`config.mk`:
```
export PLATFORM = sky130hd
export DESIGN_NAME = resistor_capacitor_low_pass_filter
export DESIGN_NICKNAME = d
export VERILOG_FILES = /design/src/rtl/resistor_capacitor_low_pass_filter.sv
export SDC_FILE = /design/constraint.sdc
export NUM_CORES = 1
export LEC_CHECK = 0
export ABC_AREA = 1
export BUFFER_PORTS_ARGS = -buffer_cell sky130_fd_sc_hd__buf_2
export CORE_MARGIN = 2
export CORE_UTILIZATION = 45
export CTS_CLUSTER_SIZE = 10
export DETAILED_ROUTE_END_ITERATION = 10
export SKIP_LAST_GASP = 1
export SYNTH_ARGS = -nofsm -noshare
export SYNTH_HDL_FRONTEND = slang
export SYNTH_SLANG_ARGS = --single-unit
```
`constraint.sdc`:
```
create_clock -name clk -period 12.5 [get_ports clk]
set_clock_uncertainty 0.15 [all_clocks]
set_input_delay 2.5 -clock clk [delete_from_list [all_inputs] [get_ports clk]]
set_output_delay 2.5 -clock clk [all_outputs]
set_load 0.01 [all_outputs]
```
`src/rtl/resistor_capacitor_low_pass_filter.sv`:
```
// rtl/resistor_capacitor_low_pass_filter.sv - first-order RC low-pass filter, oversampled fixed-point integrator
module resistor_capacitor_low_pass_filter #(
  parameter int CLOCK_RATE   = 50000000,
  parameter int SAMPLE_RATE  = 48000,
  parameter int R            = 47000,
  parameter int C_35_SHIFTED = 1615,
  parameter int OVERSAMPLE   = 4
) (
  input  logic        clk,
  input  logic        reset,
  input  logic        audio_clk_en,
  input  logic [15:0] in,
  output logic [15:0] out,
  output logic        out_valid,
  output logic        busy,
  output logic        overrun
);

  // Filter coefficient: alpha = dt / (RC + dt), in Q16. dt and RC are both
  // scaled by 2^32 so the ratio is unit-free.
  localparam logic [63:0] DELTA_T_32 = (64'd1 << 32) / (64'(SAMPLE_RATE) * 64'(OVERSAMPLE));
  localparam logic [63:0] RC_32      = (64'(R) * 64'(C_35_SHIFTED)) >> 3;
  localparam logic [63:0] ALPHA_64   = (DELTA_T_32 << 16) / (RC_32 + DELTA_T_32);
  // alpha < 1.0, so the Q16 value always fits below 2^16 and is positive here.
  localparam logic signed [16:0] ALPHA_16 = 17'(ALPHA_64);

  // A full integration must complete before the next audio strobe can arrive.
  if (OVERSAMPLE < 1 || OVERSAMPLE > 64) begin : g_bad_oversample
    $error("OVERSAMPLE must be in 1..64");
  end
  if (2 * OVERSAMPLE + 2 > CLOCK_RATE / SAMPLE_RATE) begin : g_bad_rate
    $error("integration does not fit within one audio sample period");
  end

  typedef enum logic [1:0] {
    IDLE = 2'd0,
    DIFF = 2'd1,
    MAC  = 2'd2,
    OUT  = 2'd3
  } state_t;

  state_t             state_q, state_d;
  logic signed [15:0] x_q, x_d;
  logic signed [15:0] y_q, y_d;
  logic signed [16:0] diff_q, diff_d;
  logic [6:0]         cnt_q, cnt_d;
  logic [15:0]        out_q, out_d;
  logic               out_valid_q, out_valid_d;
  logic               overrun_q, overrun_d;

  logic signed [33:0] diff_ext;
  logic signed [33:0] alpha_ext;
  logic signed [33:0] prod;
  logic signed [33:0] y_ext;
  logic signed [33:0] sum_w;
  logic signed [15:0] sum_sat;

  // One Euler step: y + floor(diff * alpha / 2^16), clamped to the 16-bit range.
  always_comb begin
    diff_ext  = 34'(diff_q);
    alpha_ext = 34'(ALPHA_16);
    prod      = diff_ext * alpha_ext;
    y_ext     = 34'(y_q);
    sum_w     = y_ext + (prod >>> 16);
    if (sum_w > 34'sd32767) begin
      sum_sat = 16'sh7fff;
    end else if (sum_w < -34'sd32768) begin
      sum_sat = -16'sh8000;
    end else begin
      sum_sat = sum_w[15:0];
    end
  end

  // Next-state and datapath updates for the integration sequencer.
  always_comb begin
    state_d     = state_q;
    x_d         = x_q;
    y_d         = y_q;
    diff_d      = diff_q;
    cnt_d       = cnt_q;
    out_d       = out_q;
    out_valid_d = 1'b0;
    // Any strobe outside IDLE (including the OUT cycle) is dropped and flagged.
    overrun_d   = audio_clk_en && (state_q != IDLE);
    case (state_q)
      IDLE: begin
        if (audio_clk_en) begin
          x_d     = in;
          cnt_d   = 7'd0;
          state_d = DIFF;
        end
      end
      DIFF: begin
        diff_d  = 17'(x_q) - 17'(y_q);
        state_d = MAC;
      end
      MAC: begin
        y_d   = sum_sat;
        cnt_d = cnt_q + 7'd1;
        if (cnt_d < 7'(OVERSAMPLE)) begin
          state_d = DIFF;
        end else begin
          state_d = OUT;
        end
      end
      OUT: begin
        out_d       = y_q;
        out_valid_d = 1'b1;
        state_d     = IDLE;
      end
      default: state_d = IDLE;
    endcase
  end

  // State and datapath registers; reset abandons any sample in flight.
  always_ff @(posedge clk) begin
    if (reset) begin
      state_q     <= IDLE;
      x_q         <= '0;
      y_q         <= '0;
      diff_q      <= '0;
      cnt_q       <= '0;
      out_q       <= '0;
      out_valid_q <= 1'b0;
      overrun_q   <= 1'b0;
    end else begin
      state_q     <= state_d;
      x_q         <= x_d;
      y_q         <= y_d;
      diff_q      <= diff_d;
      cnt_q       <= cnt_d;
      out_q       <= out_d;
      out_valid_q <= out_valid_d;
      overrun_q   <= overrun_d;
    end
  end

  assign out       = out_q;
  assign out_valid = out_valid_q;
  assign overrun   = overrun_q;
  assign busy      = (state_q != IDLE);

endmodule
```
Word-level counts from Yosys, hierarchy flattened:

Index checks and enable logic that the tools add are counted.

* bits in registers: 76
* bits in latches: 0
* RAM bits: 0
* bits in read-only memories: 0
* bits of input ports: 19
* output and inout bits: 19
* memories: 0

* add/subtract/negate cells: 3
* multiply operators: 1
* divide/modulo/power cells: 0
* magnitude comparators: 3
* eq/ne operators: 4
* shift operators: 0
* mux-type cells: 8
* bitwise operators: 0
* reduce and logical (&&, ||, !) cells: 6

Operators with widths (count)
* two-way mux 16 bit: 2
* multiplier 17 x 8 -> 25 bit (second input constant): 1
* adder 16 x 10 -> 17 bit: 1
* > comparator 17 x 16 -> 1 bit (second input constant): 1
* less-than comparator 17 x 16 -> 1 bit (second input constant): 1
* subtractor 16 x 16 -> 17 bit: 1
* case mux 7 bit (2 select lines): 1
* case mux 2 bit (4 select lines): 1
* adder 7 x 1 -> 7 bit (second input constant): 1
* less-than comparator 7 x 3 -> 1 bit (second input constant): 1
* two-way mux 7 bit: 1
* equality test 2 bit (second input constant): 2
* two-way mux 2 bit: 2
* AND reduction 2 bit: 2
* nonzero test 2 bit: 2
* equality test 2 x 1 -> 1 bit (second input constant): 1
* zero test 2 bit: 1
* inequality test 2 bit (second input constant): 1
* logical AND 1 bit: 1
* two-way mux 1 bit: 1

Depth between registers and ports, before layout:

Gate-level depths: netlist of run 1.

* depth in word-level cells: 5
* depth in mapped cells: 30

Least setup slack after synthesis of run 1:

OpenSTA, ideal clock, no wires.

* kind: register -> register
* start point: register diff_q[13]
* end point: register y_q[2]
* data arrival time: 4973 ps
* required time: 12231 ps
* path slack: 7259 ps
* stages on the path, launching flop included: 27
* buffers on the path: 1
* cells stage by stage: dfxtp_1 > ha_1 > ha_1 > fa_1 > inv_1 > fa_1 > inv_1 > ha_1 > nand2_1 > nor4_1 > nand4_1 > o21ai_2 > xor2_1 > ha_1 > nand2_2 > inv_1 > nand2_1 > nand2_1 > a21oi_1 > nand2_1 > nand2_1 > nand2_2 > nor2_4 > buf_8 > nor2_2 > nor2_2 > nor2_2

* cells in the longest elaborated chain, start to end: 5
* elaborated cells on any way between the ends: 6

Ends and longest elaborated chain
* start: declaration: line 45 `logic signed [16:0] diff_q, diff_d;`
* start signal: assignment: line 130 `diff_q <= diff_d;`
* multiplier 17 x 8 -> 25 bit (*): line 62 `prod = diff_ext * alpha_ext;`
* adder 16 x 10 -> 17 bit (*): line 64 `sum_w = y_ext + (prod >>> 16);`
* less-than comparator 17 x 16 -> 1 bit: line 67 `end else if (sum_w < -34'sd32768) begin`
* two-way mux 16 bit: line 67
* two-way mux 16 bit (*): line 65 `if (sum_w > 34'sd32767) begin`
* end signal: assignment: line 129 `y_q <= y_d;`
* end: declaration: line 44 `logic signed [15:0] y_q, y_d;`

Mark *: on every way between the ends. The rest lies on a longest branch, timed or not.
A chain may end at the register's enable or synchronous reset.

Worst setup path after layout of run 1:

* start point: register diff_q[13]
* end point: register y_q[10]

Same word-level chain as after synthesis.

==> results of run 1 <==
## layer usage
layer | vias to the layer above | global-route usage, % | wire, microns
li1 | 3136 | - | -
met1 | 2779 | 28.9 | 8060
met2 | 84 | 36.5 | 7740
met3 | 14 | 2.71 | 460
met4 | 0 | 5.17 | 205
met5 | - | 0 | 0
## cells by family after synthesis
family,synth area share (%)
compound gates,13.9
xor+xnor,3.55
fa+ha+maj,27.1
flops,22.0
buf+inv,11.3
simple gates,22.1
## area by class of cell
class	count	area, sq um	share of cell area, %
Inverter	181	679	9.01
Clock inverter	4	51.3	0.680
Tap cell	188	235	3.12
Multi-Input combinational cell	690	4610	61.2
Sequential cell	76	1520	20.2
Clock buffer	11	233	3.09
Timing Repair Buffer	40	208	2.76
## how the worst min path moves through the flow
stage	slack (ps)	end	cells after the start
2_1_floorplan	290	x_q[0]$_SDFFE_PP0P_	2
3_3_place_gp	320	x_q[0]$_SDFFE_PP0P_	2
3_5_place_dp	330	cnt_q[6]$_SDFFE_PP0P_	2
4_1_cts	340	cnt_q[6]$_SDFFE_PP0P_	2
5_1_grt	360	x_q[0]$_SDFFE_PP0P_	2
6_report	340	cnt_q[6]$_SDFFE_PP0P_	2
## flip-flops by register name, summed over array words and instances, names as in the netlist
signal,cells
cnt_q,7
y_q,16
x_q,16
diff_q,17
out_valid,1
overrun,1
out,16
state_q,2
## worst min-delay path: stages, from the launching register on
cell	delay, ps
dfxtp_1	320
nand2_1	60
a21oi_1	60
## cell usage in the layout (no fill, tap or decap), types with 2 or more instances in the layout
| master | instances |
|---|---|
| o21a_1 | 2 |
| nand3_1 | 29 |
| inv_1 | 180 |
| clkbuf_16 | 9 |
| buf_4 | 3 |
| o211ai_1 | 2 |
| fa_1 | 31 |
| nor2_2 | 9 |
| xor2_1 | 21 |
| nand4_1 | 5 |
| xnor2_1 | 7 |
| nor2_1 | 123 |
| nand2_2 | 12 |
| o21ai_2 | 2 |
| nand2_4 | 3 |
| a21oi_2 | 3 |
| a21oi_1 | 75 |
| a21o_1 | 5 |
| nor4_1 | 4 |
| nand2_1 | 152 |
| a31oi_1 | 7 |
| or2_2 | 3 |
| o21ai_0 | 77 |
| dfxtp_1 | 76 |
| buf_2 | 37 |
| nand3b_1 | 2 |
| nor3_4 | 2 |
| o21bai_1 | 2 |
| nor3_1 | 4 |
| ha_1 | 100 |
| clkbuf_1 | 2 |
## through the flow
step | utilization (%) | instances | worst slack, ps | power [mW] | cell area (sq um)
final | 50.0 | 1190 | 6340 | 0.950 | 7540
after global routing | 50.0 | 1190 | 5820 | 1.04 | 7540
after CTS | 50.0 | 1190 | 6330 | 0.959 | 7540
after detailed placement | 48.1 | 1175 | 6340 | 0.701 | 7250
after global placement | 48.1 | 1175 | 6410 | 0.702 | 7250
after floorplan | - | 967 | 7260 | 0.602 | 6910
## power by group through the flow
stage	Sequential [mW]	Clock (mW)	Combinational, mW
floorplan	0.276	0	0.326
global placement	0.283	0	0.419
detailed placement	0.283	0	0.418
CTS	0.278	0.259	0.422
global route	0.280	0.268	0.490
finish	0.278	0.253	0.419
==> impl_metrics.py, run 1 <==
metrics = {
    "outcome": {
        "status": "finished, final reports clean",
    },
    "global_route": {
        "grt_max_degree": 52,
        "grt_first_pass_wirelength_microns": 28000,
        "antenna_found_initial": 0,
        "grt_pass1_vias": 5791,
        "grt-ovfl-total": 0,
        "track_usage_pct": 21.4,
    },
    "timing": {
        "finalHoldViolCount": 0,
        "final_max_slew_viol_count": 0,
        "worstMarginPinSlew_ps": 806,
        "min_period_ps": 6160,
        "period_share_pct": 49.3,
        "fin_setup_tns_ps": 0,
        "max_slew_margin_pct": 46.2,
        "rsz0062_at_grt": "no",
        "whs_ps": 336,
        "fmax_ghz": 0.162,
        "setup_viol_count_final": 0,
    },
    "synth": {
        "yosysSeqAreaShare_pct": 22.0,
        "syn_nets": 1117,
        "avgSynthCellArea_sq_um": 7.15,
        "synthTopCellsByCount": "inv_1, nand2_1, nor2_1, ha_1, o21ai_0",
        "synth_top_cell_by_area": "dfxtp_1",
        "synth_cell_types": 40,
        "ys_seq_elements": 76,
        "synth_most_common_cell": "inv_1",
        "synth_area_sq_um": 6910,
        "synth-main-ff-cell": "dfxtp_1",
        "synth_edf_count": 0,
        "synth.area.top_cells": "dfxtp_1, ha_1, inv_1, fa_1, nand2_1",
        "synth_top_area_share_pct": 22.0,
        "synth_cells": 967,
        "yosys_warnings": 0,
        "async_flop_share_pct": 0,
    },
    "critical_path": {
        "criticalPathCategory": "flop to flop",
        "required_ps": 12570,
        "worstSetupPathDepth": 25,
        "endpoint": "y_q[10]$_SDFFE_PP0P_",
        "crit_buf_inv": 2,
        "endpoint_kind": "flop",
        "crit_top_cell": "nand2_1",
        "cp_max_fo": 14,
        "r2r_slack_ps": 6340,
        "reg2reg_to": "y_q[10]$_SDFFE_PP0P_",
        "reg2reg_from": "diff_q[13]$_SDFFE_PP0N_",
        "critPathSlowestCell": "xor2_1",
        "setup.worst_path.start_class": "flop",
        "slowest_delay_ps": 620,
        "critical_path_arrival_ps": 6230,
        "r2r_cells": 25,
        "cp-startpoint": "diff_q[13]$_SDFFE_PP0N_",
        "crit_family": "adder cells",
    },
    "detailed_routing": {
        "drt_iter0_drc": 258,
        "avgRoutedWirePerCell_microns": 13.8,
        "detail-route-antenna-nets": 0,
        "avgViaCountPerCell": 5.05,
        "drc": 0,
        "drt-total-wl_microns": 16500,
        "detail_route.first_pass.iterations": 5,
        "num_vias": 6013,
    },
    "clocking": {
        "clk_pin_slew_ps": 60,
        "cts_buffers": 9,
        "post_cts_resized": 0,
        "ctsHoldBuffers": 0,
        "cts-root-buf": "clkbuf_16",
        "cts_setup_buffers": 0,
        "clk_latency_ps": 330,
        "h-tree-depth": 3,
        "cts_tree": "done",
        "cts_sinks": 76,
        "clk_path_buf_depth": 2,
    },
    "floorplan": {
        "rows": 45,
        "ios": 38,
        "fp.coreArea_sq_um": 15100,
        "start_util_pct": 45.8,
        "dieWidth_microns": 128,
        "die_h_microns": 128,
        "dieArea_sq_um": 16400,
    },
    "cells_and_area": {
        "diodes": 0,
        "drive_above_1_share_pct": 9.08,
        "n_fill_cell": 1570,
        "area_growth_syn_to_layout_pct": 9.09,
        "nets": 1148,
    },
    "place": {
        "port_buffers": 37,
        "place_congestion": 0.850,
        "dp_hpwl_microns": 13100,
    },
    "power_and_ir_drop": {
        "switchingPower_mw": 0.385,
        "power_frac_seq_pct": 29.3,
        "powerDensity_nw_per_um2": 126,
        "clkPwrFrac_pct": 26.6,
        "vdd_drop_max_uv": 100,
        "combPwrFrac_pct": 44.1,
        "power_leakage_nw": 4.10,
        "swShare_pct": 40.5,
        "p_int_mw": 0.565,
    },
    "min_path": {
        "hp-class": "flop to flop",
        "hold_path.startpoint": "cnt_q[6]$_SDFFE_PP0P_",
    },
    "run": {
        "cap_violations": 0,
    },
}
Note: power is estimated with default switching activity, not from simulation.
==> run 2: changes to the inputs <==
Clock period 12.5 ns to 5.3 ns, I/O delays scaled along.
==> run 2 against run 1 <==
Compared with the run above:
- power grew to 3.0 times the previous value
- core utilization is 11 points higher
- clock power grew to 2.6 times the previous value
- sequential share of layout area is 3.3 points lower
- flip-flop and latch count stayed put
- combinational power grew to 3.7 times the previous value
- largest cell class unchanged
- wire length is 14% higher
==> impl_metrics.py, run 2 (synthesis results as in run 1) <==
metrics = {
    "outcome": {
        "status": "finished, final reports clean",
    },
    "power_and_ir_drop": {
        "p_int_mw": 1.73,
        "switchingPower_mw": 1.14,
        "power_frac_seq_pct": 23.0,
        "swShare_pct": 39.8,
        "power_leakage_nw": 4.56,
        "combPwrFrac_pct": 53.7,
        "clkPwrFrac_pct": 23.3,
        "powerDensity_nw_per_um2": 310,
        "vdd_drop_max_uv": 148,
    },
    "timing": {
        "finalHoldViolCount": 0,
        "final_max_slew_viol_count": 0,
        "worstMarginPinSlew_ps": 818,
        "min_period_ps": 5120,
        "fmax_ghz": 0.195,
        "rsz0062_at_grt": "yes",
        "period_share_pct": 96.6,
        "setup_viol_count_final": 0,
        "max_slew_margin_pct": 45.4,
    },
    "critical_path": {
        "endpoint_kind": "flop",
        "setup.worst_path.start_class": "flop",
        "cp_max_fo": 7,
        "criticalPathCategory": "flop to flop",
        "crit_buf_inv": 7,
        "slowest_delay_ps": 530,
        "critPathSlowestCell": "fa_1",
        "required_ps": 5370,
        "crit_top_cell": "ha_4",
        "crit_family": "adder cells",
        "reg2reg_from": "diff_q[15]$_SDFFE_PP0N_",
        "cp-startpoint": "diff_q[15]$_SDFFE_PP0N_",
        "critical_path_arrival_ps": 5200,
    },
    "global_route": {
        "grt-ovfl-total": 0,
        "grt_pass1_vias": 6220,
        "track_usage_pct": 23.1,
        "grt_first_pass_wirelength_microns": 30300,
        "antenna_found_initial": 0,
        "grt_max_degree": 32,
    },
    "cells_and_area": {
        "layout_common_cells": "inv_1, nand2_1, nor2_1",
        "diodes": 0,
        "final_cells": 1277,
        "largest_reg_flops": 17,
        "nets": 1234,
        "n_fill_cell": 1340,
        "drive_above_1_share_pct": 29.4,
        "area_growth_syn_to_layout_pct": 33.9,
        "post-route-util_pct": 61.3,
        "regMostFlops": "diff_q",
        "layout_commonest_cell": "inv_1",
    },
    "detailed_routing": {
        "drc": 0,
        "avgRoutedWirePerCell_microns": 14.7,
        "drt-total-wl_microns": 18800,
        "detail-route-antenna-nets": 0,
        "avgViaCountPerCell": 5.01,
        "detail_route.first_pass.iterations": 5,
        "num_vias": 6394,
        "drt_iter0_drc": 221,
    },
    "floorplan": {
        "dieArea_sq_um": 16400,
        "start_util_pct": 45.8,
        "die_h_microns": 128,
        "ios": 38,
        "fp.coreArea_sq_um": 15100,
        "rows": 45,
        "dieWidth_microns": 128,
    },
    "place": {
        "port_buffers": 37,
        "dp_hpwl_microns": 13900,
        "dp.cells": 1242,
        "place_congestion": 0.879,
    },
    "clocking": {
        "cts_buffers": 9,
        "cts_tree": "done",
        "clk_pin_slew_ps": 60,
        "clk_path_buf_depth": 2,
        "cts-root-buf": "clkbuf_16",
        "cts_sinks": 76,
        "clk_latency_ps": 340,
        "h-tree-depth": 3,
    },
    "run": {
        "cap_violations": 0,
    },
    "min_path": {
        "hp-class": "flop to flop",
        "hold_path.startpoint": "x_q[0]$_SDFFE_PP0P_",
    },
}
run 2: timing repair:
| item | 4_1_cts | 5_1_grt |
|---|---|---|
| gates cloned | 1 | 0 |
| resized for setup | 83 | 101 |
| hold buffers | 0 | 0 |
| pin swaps | 26 | 75 |
| setup endpoints to repair | 15 | 16 |
| buffers inserted | 10 | 8 |
run 2: stage by stage:
| step | hold WS [ps] | setup TNS (ps) | total power [mW] | setup WS, ps | instance area [sq um] |
|---|---|---|---|---|---|
| 5_1_grt | 361 | -545 | 3.08 | -59.9 | 9260 |
| 4_1_cts | 317 | 0 | 2.69 | 0.420 | 8750 |
| 6_report | 312 | 0 | 2.87 | 179 | 9260 |
| 3_5_place_dp | 308 | -1970 | 1.80 | -153 | 7770 |
| 2_1_floorplan | 285 | 0 | 1.42 | 58.9 | 6910 |
| 3_3_place_gp | 305 | -775 | 1.80 | -74.8 | 7770 |
run 2: power groups by stage:
stage          Sequential [mW]  Clock, mW  Combinational (mW)
3_3_place_gp             0.657          0                1.14
3_5_place_dp             0.658          0                1.14
6_report                 0.660      0.670                1.54
2_1_floorplan            0.651          0               0.769
5_1_grt                  0.664      0.698                1.72
4_1_cts                  0.656      0.677                1.36
run 2: cell type report:
type	count	area, sq um	share of cell area [%]
repair buffers	126	902	9.75
clock buffers	12	246	2.66
multi-input cells	690	5560	60.0
clock inverters	4	72.6	0.784
flip-flops and latches	76	1570	16.9
well taps	188	235	2.54
inverters	181	679	7.34
run 2: worst paths after layout:
check	endpoint	depth (start not counted)	slack, ps
max	y_q[8]$_SDFFE_PP0P_	30	180
min	x_q[0]$_SDFFE_PP0P_	2	310
max reg2reg	y_q[8]$_SDFFE_PP0P_	30	180
min reg2reg	x_q[0]$_SDFFE_PP0P_	2	310
run 2: worst min-delay path, stage by stage, from the launching register on:
cell	delay (ps)
dfxtp_1	300
inv_1	60
a21oi_1	60
run 2: layer usage:
| layer | vias to the layer above | global-route usage, % | wire length (microns) |
|---|---|---|---|
| met5 | - | 0 | 0 |
| met4 | 0 | 6.46 | 330 |
| met3 | 22 | 2.17 | 577 |
| met2 | 106 | 39.9 | 9120 |
| met1 | 2938 | 30.8 | 8780 |
| li1 | 3328 | - | - |
